### src/rtl/mem_io_router_if.sv
// mem_io_router_if: CPU-side request bus plus data-memory and peripheral buses of the router.
interface mem_io_router_if #(
   parameter int DATA_W = 32,
   parameter int ADDR_W = 32,
   parameter int N_IO   = 4
);
   logic                   cpu_req;
   logic                   cpu_we;
   logic [ADDR_W-1:0]      cpu_addr;
   logic [DATA_W-1:0]      cpu_wdata;
   logic [DATA_W/8-1:0]    cpu_be;
   logic                   cpu_ready;
   logic [DATA_W-1:0]      cpu_rdata;
   logic                   cpu_err;
   logic                   m_en;
   logic                   m_we;
   logic [ADDR_W-1:0]      m_addr;
   logic [DATA_W-1:0]      m_wdata;
   logic [DATA_W/8-1:0]    m_be;
   logic [DATA_W-1:0]      m_rdata;
   logic [N_IO-1:0]        io_sel;
   logic                   io_we;
   logic [ADDR_W-1:0]      io_addr;
   logic [DATA_W-1:0]      io_wdata;
   logic [DATA_W/8-1:0]    io_be;
   logic [N_IO*DATA_W-1:0] io_rdata;
   logic [N_IO-1:0]        io_ack;
   modport slave (
      input  cpu_req, cpu_we, cpu_addr, cpu_wdata, cpu_be, m_rdata, io_rdata, io_ack,
      output cpu_ready, cpu_rdata, cpu_err, m_en, m_we, m_addr, m_wdata, m_be,
             io_sel, io_we, io_addr, io_wdata, io_be
   );
   modport master (
      output cpu_req, cpu_we, cpu_addr, cpu_wdata, cpu_be, m_rdata, io_rdata, io_ack,
      input  cpu_ready, cpu_rdata, cpu_err, m_en, m_we, m_addr, m_wdata, m_be,
             io_sel, io_we, io_addr, io_wdata, io_be
   );
endinterface

### src/rtl/mem_io_router.sv
// mem_io_router: routes CPU loads/stores to data memory or one of N_IO acked peripheral channels.
module mem_io_router #(
   parameter int                DATA_W    = 32,
   parameter int                ADDR_W    = 32,
   parameter logic [ADDR_W-1:0] MEM_LOW   = 32'h0000_0000,
   parameter logic [ADDR_W-1:0] MEM_HIGH  = 32'h0000_FFFF,
   parameter int                N_IO      = 4,
   parameter logic [ADDR_W-1:0] IO_BASE   = 32'hFFFF_FC00,
   parameter int                IO_STRIDE = 16,
   parameter int                TIMEOUT   = 16
) (
   input logic             clk,
   input logic             rst,
   mem_io_router_if.slave  bus
);
   localparam int BW = DATA_W / 8;
   localparam int KW = N_IO > 1 ? $clog2(N_IO) : 1;
   localparam int SW = $clog2(IO_STRIDE);
   localparam int CW = $clog2(TIMEOUT);
   localparam logic [ADDR_W-1:0] OFF_MASK = ADDR_W'(IO_STRIDE - 1);
   typedef enum logic [2:0] {IDLE, MEM, MEM_RD, IO_WAIT, RESP} state_t;
   state_t            state, nxt;
   logic [CW-1:0]     cnt;
   logic              we_q, err_q;
   logic [ADDR_W-1:0] addr_q, off_q;
   logic [DATA_W-1:0] wdata_q, rdata_q;
   logic [BW-1:0]     be_q;
   logic [KW-1:0]     k_q;
   logic [ADDR_W-1:0] off, kw;
   logic              mem_hit, io_hit, bad, ack, tmo;
   // Offset-based range test avoids a constant compare when MEM_LOW is zero.
   assign off     = bus.cpu_addr - IO_BASE;
   assign kw      = off >> SW;
   assign mem_hit = (bus.cpu_addr - MEM_LOW) <= (MEM_HIGH - MEM_LOW);
   assign io_hit  = bus.cpu_addr >= IO_BASE && kw < ADDR_W'(N_IO);
   assign bad     = bus.cpu_addr[1:0] != 2'b00 || !(mem_hit || io_hit);
   assign ack     = bus.io_ack[k_q];
   assign tmo     = cnt == CW'(TIMEOUT - 1);
   always_ff @(posedge clk or posedge rst)
      if (rst) state <= IDLE;
      else state <= nxt;
   always_comb begin
      nxt = state;
      case (state)
         IDLE:    if (bus.cpu_req) nxt = bad ? RESP : mem_hit ? MEM : IO_WAIT;
         MEM:     nxt = we_q ? RESP : MEM_RD;
         MEM_RD:  nxt = RESP;
         IO_WAIT: if (ack || tmo) nxt = RESP;
         default: nxt = IDLE;
      endcase
   end
   always_ff @(posedge clk or posedge rst)
      if (rst) begin
         cnt     <= '0;
         we_q    <= 1'b0;
         err_q   <= 1'b0;
         addr_q  <= '0;
         off_q   <= '0;
         wdata_q <= '0;
         rdata_q <= '0;
         be_q    <= '0;
         k_q     <= '0;
      end else begin
         cnt <= state == IO_WAIT ? cnt + 1'b1 : '0;
         if (state == IDLE && bus.cpu_req) begin
            we_q    <= bus.cpu_we;
            addr_q  <= bus.cpu_addr;
            wdata_q <= bus.cpu_wdata;
            be_q    <= bus.cpu_be;
            k_q     <= kw[KW-1:0];
            off_q   <= off & OFF_MASK;
            err_q   <= bad;
            if (bad) rdata_q <= '0;
         end
         if (state == MEM_RD) rdata_q <= bus.m_rdata;
         // An ack in the expiry cycle still counts as a successful completion.
         if (state == IO_WAIT && ack) begin
            err_q <= 1'b0;
            if (!we_q) rdata_q <= bus.io_rdata[k_q*DATA_W +: DATA_W];
         end else if (state == IO_WAIT && tmo) begin
            err_q   <= 1'b1;
            rdata_q <= '0;
         end
      end
   assign bus.cpu_ready = state == RESP;
   assign bus.cpu_err   = state == RESP && err_q;
   assign bus.cpu_rdata = rdata_q;
   assign bus.m_en      = state == MEM;
   assign bus.m_we      = state == MEM && we_q;
   assign bus.m_addr    = addr_q;
   assign bus.m_wdata   = wdata_q;
   assign bus.m_be      = be_q;
   assign bus.io_sel    = state == IO_WAIT ? N_IO'(1) << k_q : '0;
   assign bus.io_we     = we_q;
   assign bus.io_addr   = off_q;
   assign bus.io_wdata  = wdata_q;
   assign bus.io_be     = be_q;
endmodule

### src/flat_wrapper.sv
// flat-port wrapper written by rule: the top's interface ports become plain ports
module mem_io_router_flat 
#(
   parameter int                DATA_W    = 32,
   parameter int                ADDR_W    = 32,
   parameter logic [ADDR_W-1:0] MEM_LOW   = 32'h0000_0000,
   parameter logic [ADDR_W-1:0] MEM_HIGH  = 32'h0000_FFFF,
   parameter int                N_IO      = 4,
   parameter logic [ADDR_W-1:0] IO_BASE   = 32'hFFFF_FC00,
   parameter int                IO_STRIDE = 16,
   parameter int                TIMEOUT   = 16
)
  (clk, rst, bus_cpu_req, bus_cpu_we, bus_cpu_addr, bus_cpu_wdata, bus_cpu_be, bus_m_rdata, bus_io_rdata, bus_io_ack, bus_cpu_ready, bus_cpu_rdata, bus_cpu_err, bus_m_en, bus_m_we, bus_m_addr, bus_m_wdata, bus_m_be, bus_io_sel, bus_io_we, bus_io_addr, bus_io_wdata, bus_io_be);
  mem_io_router_if #(.DATA_W(DATA_W), .ADDR_W(ADDR_W), .N_IO(N_IO)) bus_i ();
  input logic clk;
  input logic rst;
  input wire logic [$bits(bus_i.cpu_req)-1:0] bus_cpu_req;
  input wire logic [$bits(bus_i.cpu_we)-1:0] bus_cpu_we;
  input wire logic [$bits(bus_i.cpu_addr)-1:0] bus_cpu_addr;
  input wire logic [$bits(bus_i.cpu_wdata)-1:0] bus_cpu_wdata;
  input wire logic [$bits(bus_i.cpu_be)-1:0] bus_cpu_be;
  input wire logic [$bits(bus_i.m_rdata)-1:0] bus_m_rdata;
  input wire logic [$bits(bus_i.io_rdata)-1:0] bus_io_rdata;
  input wire logic [$bits(bus_i.io_ack)-1:0] bus_io_ack;
  output wire logic [$bits(bus_i.cpu_ready)-1:0] bus_cpu_ready;
  output wire logic [$bits(bus_i.cpu_rdata)-1:0] bus_cpu_rdata;
  output wire logic [$bits(bus_i.cpu_err)-1:0] bus_cpu_err;
  output wire logic [$bits(bus_i.m_en)-1:0] bus_m_en;
  output wire logic [$bits(bus_i.m_we)-1:0] bus_m_we;
  output wire logic [$bits(bus_i.m_addr)-1:0] bus_m_addr;
  output wire logic [$bits(bus_i.m_wdata)-1:0] bus_m_wdata;
  output wire logic [$bits(bus_i.m_be)-1:0] bus_m_be;
  output wire logic [$bits(bus_i.io_sel)-1:0] bus_io_sel;
  output wire logic [$bits(bus_i.io_we)-1:0] bus_io_we;
  output wire logic [$bits(bus_i.io_addr)-1:0] bus_io_addr;
  output wire logic [$bits(bus_i.io_wdata)-1:0] bus_io_wdata;
  output wire logic [$bits(bus_i.io_be)-1:0] bus_io_be;
  assign bus_i.cpu_req = bus_cpu_req;
  assign bus_i.cpu_we = bus_cpu_we;
  assign bus_i.cpu_addr = bus_cpu_addr;
  assign bus_i.cpu_wdata = bus_cpu_wdata;
  assign bus_i.cpu_be = bus_cpu_be;
  assign bus_i.m_rdata = bus_m_rdata;
  assign bus_i.io_rdata = bus_io_rdata;
  assign bus_i.io_ack = bus_io_ack;
  assign bus_cpu_ready = bus_i.cpu_ready;
  assign bus_cpu_rdata = bus_i.cpu_rdata;
  assign bus_cpu_err = bus_i.cpu_err;
  assign bus_m_en = bus_i.m_en;
  assign bus_m_we = bus_i.m_we;
  assign bus_m_addr = bus_i.m_addr;
  assign bus_m_wdata = bus_i.m_wdata;
  assign bus_m_be = bus_i.m_be;
  assign bus_io_sel = bus_i.io_sel;
  assign bus_io_we = bus_i.io_we;
  assign bus_io_addr = bus_i.io_addr;
  assign bus_io_wdata = bus_i.io_wdata;
  assign bus_io_be = bus_i.io_be;
  mem_io_router #(.DATA_W(DATA_W), .ADDR_W(ADDR_W), .MEM_LOW(MEM_LOW), .MEM_HIGH(MEM_HIGH), .N_IO(N_IO), .IO_BASE(IO_BASE), .IO_STRIDE(IO_STRIDE), .TIMEOUT(TIMEOUT)) u_core (.clk(clk), .rst(rst), .bus(bus_i));
endmodule
### config.mk
export PLATFORM = sky130hd
export DESIGN_NAME = mem_io_router_flat
export DESIGN_NICKNAME = d
export VERILOG_FILES = /design/src/rtl/mem_io_router_if.sv /design/src/rtl/mem_io_router.sv /design/src/flat_wrapper.sv
export SDC_FILE = /design/constraint.sdc
export NUM_CORES = 1
export LEC_CHECK = 0
export ABC_AREA = 0
export CAP_MARGIN = 20
export CORE_AREA = 4 4 157 159
export DETAILED_ROUTE_END_ITERATION = 10
export DIE_AREA = 0 0 161 163
export PLACE_DENSITY = 0.61
export SYNTH_ARGS = -nofsm -noshare
export SYNTH_HDL_FRONTEND = slang
export SYNTH_SLANG_ARGS = --single-unit
### constraint.sdc
create_clock -name clk -period 9.4 [get_ports clk]
set_input_delay 2.82 -clock clk [delete_from_list [all_inputs] [get_ports clk]]
set_output_delay 2.82 -clock clk [all_outputs]
set_load 0.01 [all_outputs]
==> results.ini <==
[power]
vdd_drop_max_mv = 0.0920
powerDensity_nw_per_um2 = 134
power.leakage_nw = 4.54

[synthesis]
avgSynthCellArea_um2 = 8.87
syn-cell-area_um2 = 6410
async_flop_share = 1.00
synth.ff_latch_count = 109
synth-edff-count = 0
yosysWarnings = 0
synth-seq-area-share = 0.425
ys_types = 48
syn_inst = 723
synthFlopType = dfrtp_1

[timing]
holdWs_ns = 0.471
fin_crit_ns = 5.47
fin_setup_tns_ns = 0
rsz0062_at_grt = no
drv_slew = 0
slew_headroom = 0.396
finalSetupViolCount = 0
worstMarginPinSlew_ns = 0.904
fmax_mhz = 183
clock_skew_ns = 0.0166
fin_crit_sh = 0.582
hold_viol_final = 0

[hold_path]
hp-class = reg2reg

[cells_and_area]
drive_gt1_frac = 0.0606
multi_input_area_um2 = 3030
fillers = 2300
area_growth_pct = 62.2
diodes = 0
fin_nets = 1272
fin_util = 0.447
mostFrequentLayoutCells = clkdlybuf4s50_1 (384), nand2_1 (270), dfrtp_1 (107), mux2i_1 (64), a31o_1 (31)
final_common_cell = clkdlybuf4s50_1
seqCellArea_um2 = 2730

[floorplan]
dieWidth_um = 161
coreArea_um2 = 23300
initial_core_util = 0.276
row_count = 56
die_y_um = 163
num_io_pins = 413
dieArea_um2 = 26200

[global_route]
antenna_found_initial = 0
grt_pass1_vias = 6265
grt_pass1_wl_um = 37600
met3_usage = 0.0506
grt-ovfl-total = 0
grt_usage = 0.182
grt_busiest_layer = met2
grt_max_degree = 73
grt_use_met2 = 0.327
gr-usage-met1 = 0.218

[detailed_routing]
wl_per_cell_um = 18.2
dr.pass1.iters = 4
num_vias = 6166
vias_per_cell = 4.54
routed_wl_um = 24800
drtIter0Drc = 341
ant_nets = 0
drc = 0

[critical_path]
cp-end-kind = primary output
start_kind = flop
cp_data_arrival_time_ns = 2.65
worstSetupPathType = reg2out
required_ns = 6.58
crit_fanout = 37

[clock_network]
ctsHoldBuffers = 0
cts.htree.levels = 3
clockBufferDepth = 2
cts_root_buf = clkbuf_16
clock_sinks = 109
cts_made_buffers = 9
clkTransAtPathRegs_ns = 0.08
cts_setup_buffers = 0
cts_resized = 0
cts_tree = yes
clock_latency_ns = 0.36

[place]
gp_congestion = 0.818
dp_hpwl_um = 18500
io_buffers = 384

[run]
drv_cap = 0

[outcome]
status = completed

==> logic make-up after synthesis <==
| logic type | count (synthesis) | synth area share |
|---|---|---|
| other | 1 | 0.000585 |
| adders and majority gates | 1 | 0.00195 |
| muxes | 65 | 0.103 |
| AOI/OAI and AO/OA | 110 | 0.140 |
| and+or+nand+nor | 314 | 0.204 |
| buffers and inverters | 121 | 0.122 |
| DFF | 109 | 0.425 |
| xor gates and xnor gates | 2 | 0.00273 |
==> routing by layer <==
layer	part of all wire	wire length (um)
met1	0.40	10000
met4	0.011	270
met5	0	0
met3	0.073	1820
met2	0.51	12700
==> synth_stat cells (5+ instances only) <==
| cell | count | area [um2] |
|---|---|---|
| clkbuf_1 | 24 | 90.1 |
| nand2_1 | 271 | 1020 |
| buf_2 | 14 | 70.1 |
| mux2i_1 | 64 | 641 |
| a221o_2 | 29 | 327 |
| nor2_1 | 9 | 33.8 |
| nand4_1 | 5 | 31.3 |
| buf_4 | 69 | 518 |
| o21ai_1 | 30 | 150 |
| dfrtp_1 | 109 | 2730 |
| o21ai_0 | 6 | 30.0 |
| a31o_1 | 31 | 272 |
==> power by group <==
group / internal [mW] / switching, mW
sequential: 0.511 / 0.0527
clock: 0.192 / 0.210
combinational: 0.249 / 0.178
total: 0.953 / 0.440
==> worst max-delay path, cell delays in order, from the launching register on <==
cell,delay [ns]
dfrtp_4,0.81
buf_4,0.61
nor3b_1,0.25
clkdlybuf4s50_1,0.60
==> sequential cells by signal, summed over array words and instances (netlist names) <==
name                  count
u_core.bus.cpu_rdata     32
u_core.bus.io_be          4
u_core.bus.io_wdata      32
u_core.bus.io_we          1
u_core.bus.m_addr        31
u_core.cnt                4
u_core.err_q              1
u_core.k_q                1
u_core.state              3
==> metrics by stage <==
step                      cell area (um2)  power (mW)  worst slack, ns  cells
after floorplan                      6520       0.762             3.71    750
after global placement              10100        1.00             3.83   1342
after detailed placement            10100        1.01             4.14   1343
after CTS                           10400        1.42             3.82   1359
after global routing                10400        1.46             3.75   1359
final                               10400        1.39             3.93   1359
==> layout make-up <==
type	count	area share
Clock buffer	9	0.0216
Timing Repair Buffer	391	0.376
Inverter	4	0.00168
Sequential cell	109	0.263
Clock inverter	7	0.00854
Tap cell	319	0.0384
Multi-Input combinational cell	520	0.291
==> path summary, 6_finish.rpt <==
check	from	to	slack, ns	depth (start not counted)
max	u_core.bus.m_addr[5]	bus_io_sel[2]	3.93	3
min	u_core.cnt[0]	u_core.cnt[0]	0.47	1
max reg2reg	u_core.bus.m_addr[5]	u_core.bus.cpu_rdata[29]	6.04	6
min reg2reg	u_core.cnt[0]	u_core.cnt[0]	0.47	1
max in group asynchronous	rst	u_core.bus.m_addr[5]	5.13	3
min in group asynchronous	rst	u_core.bus.io_wdata[15]	2.90	2
No activity file was read; power rests on OpenSTA's default activity.
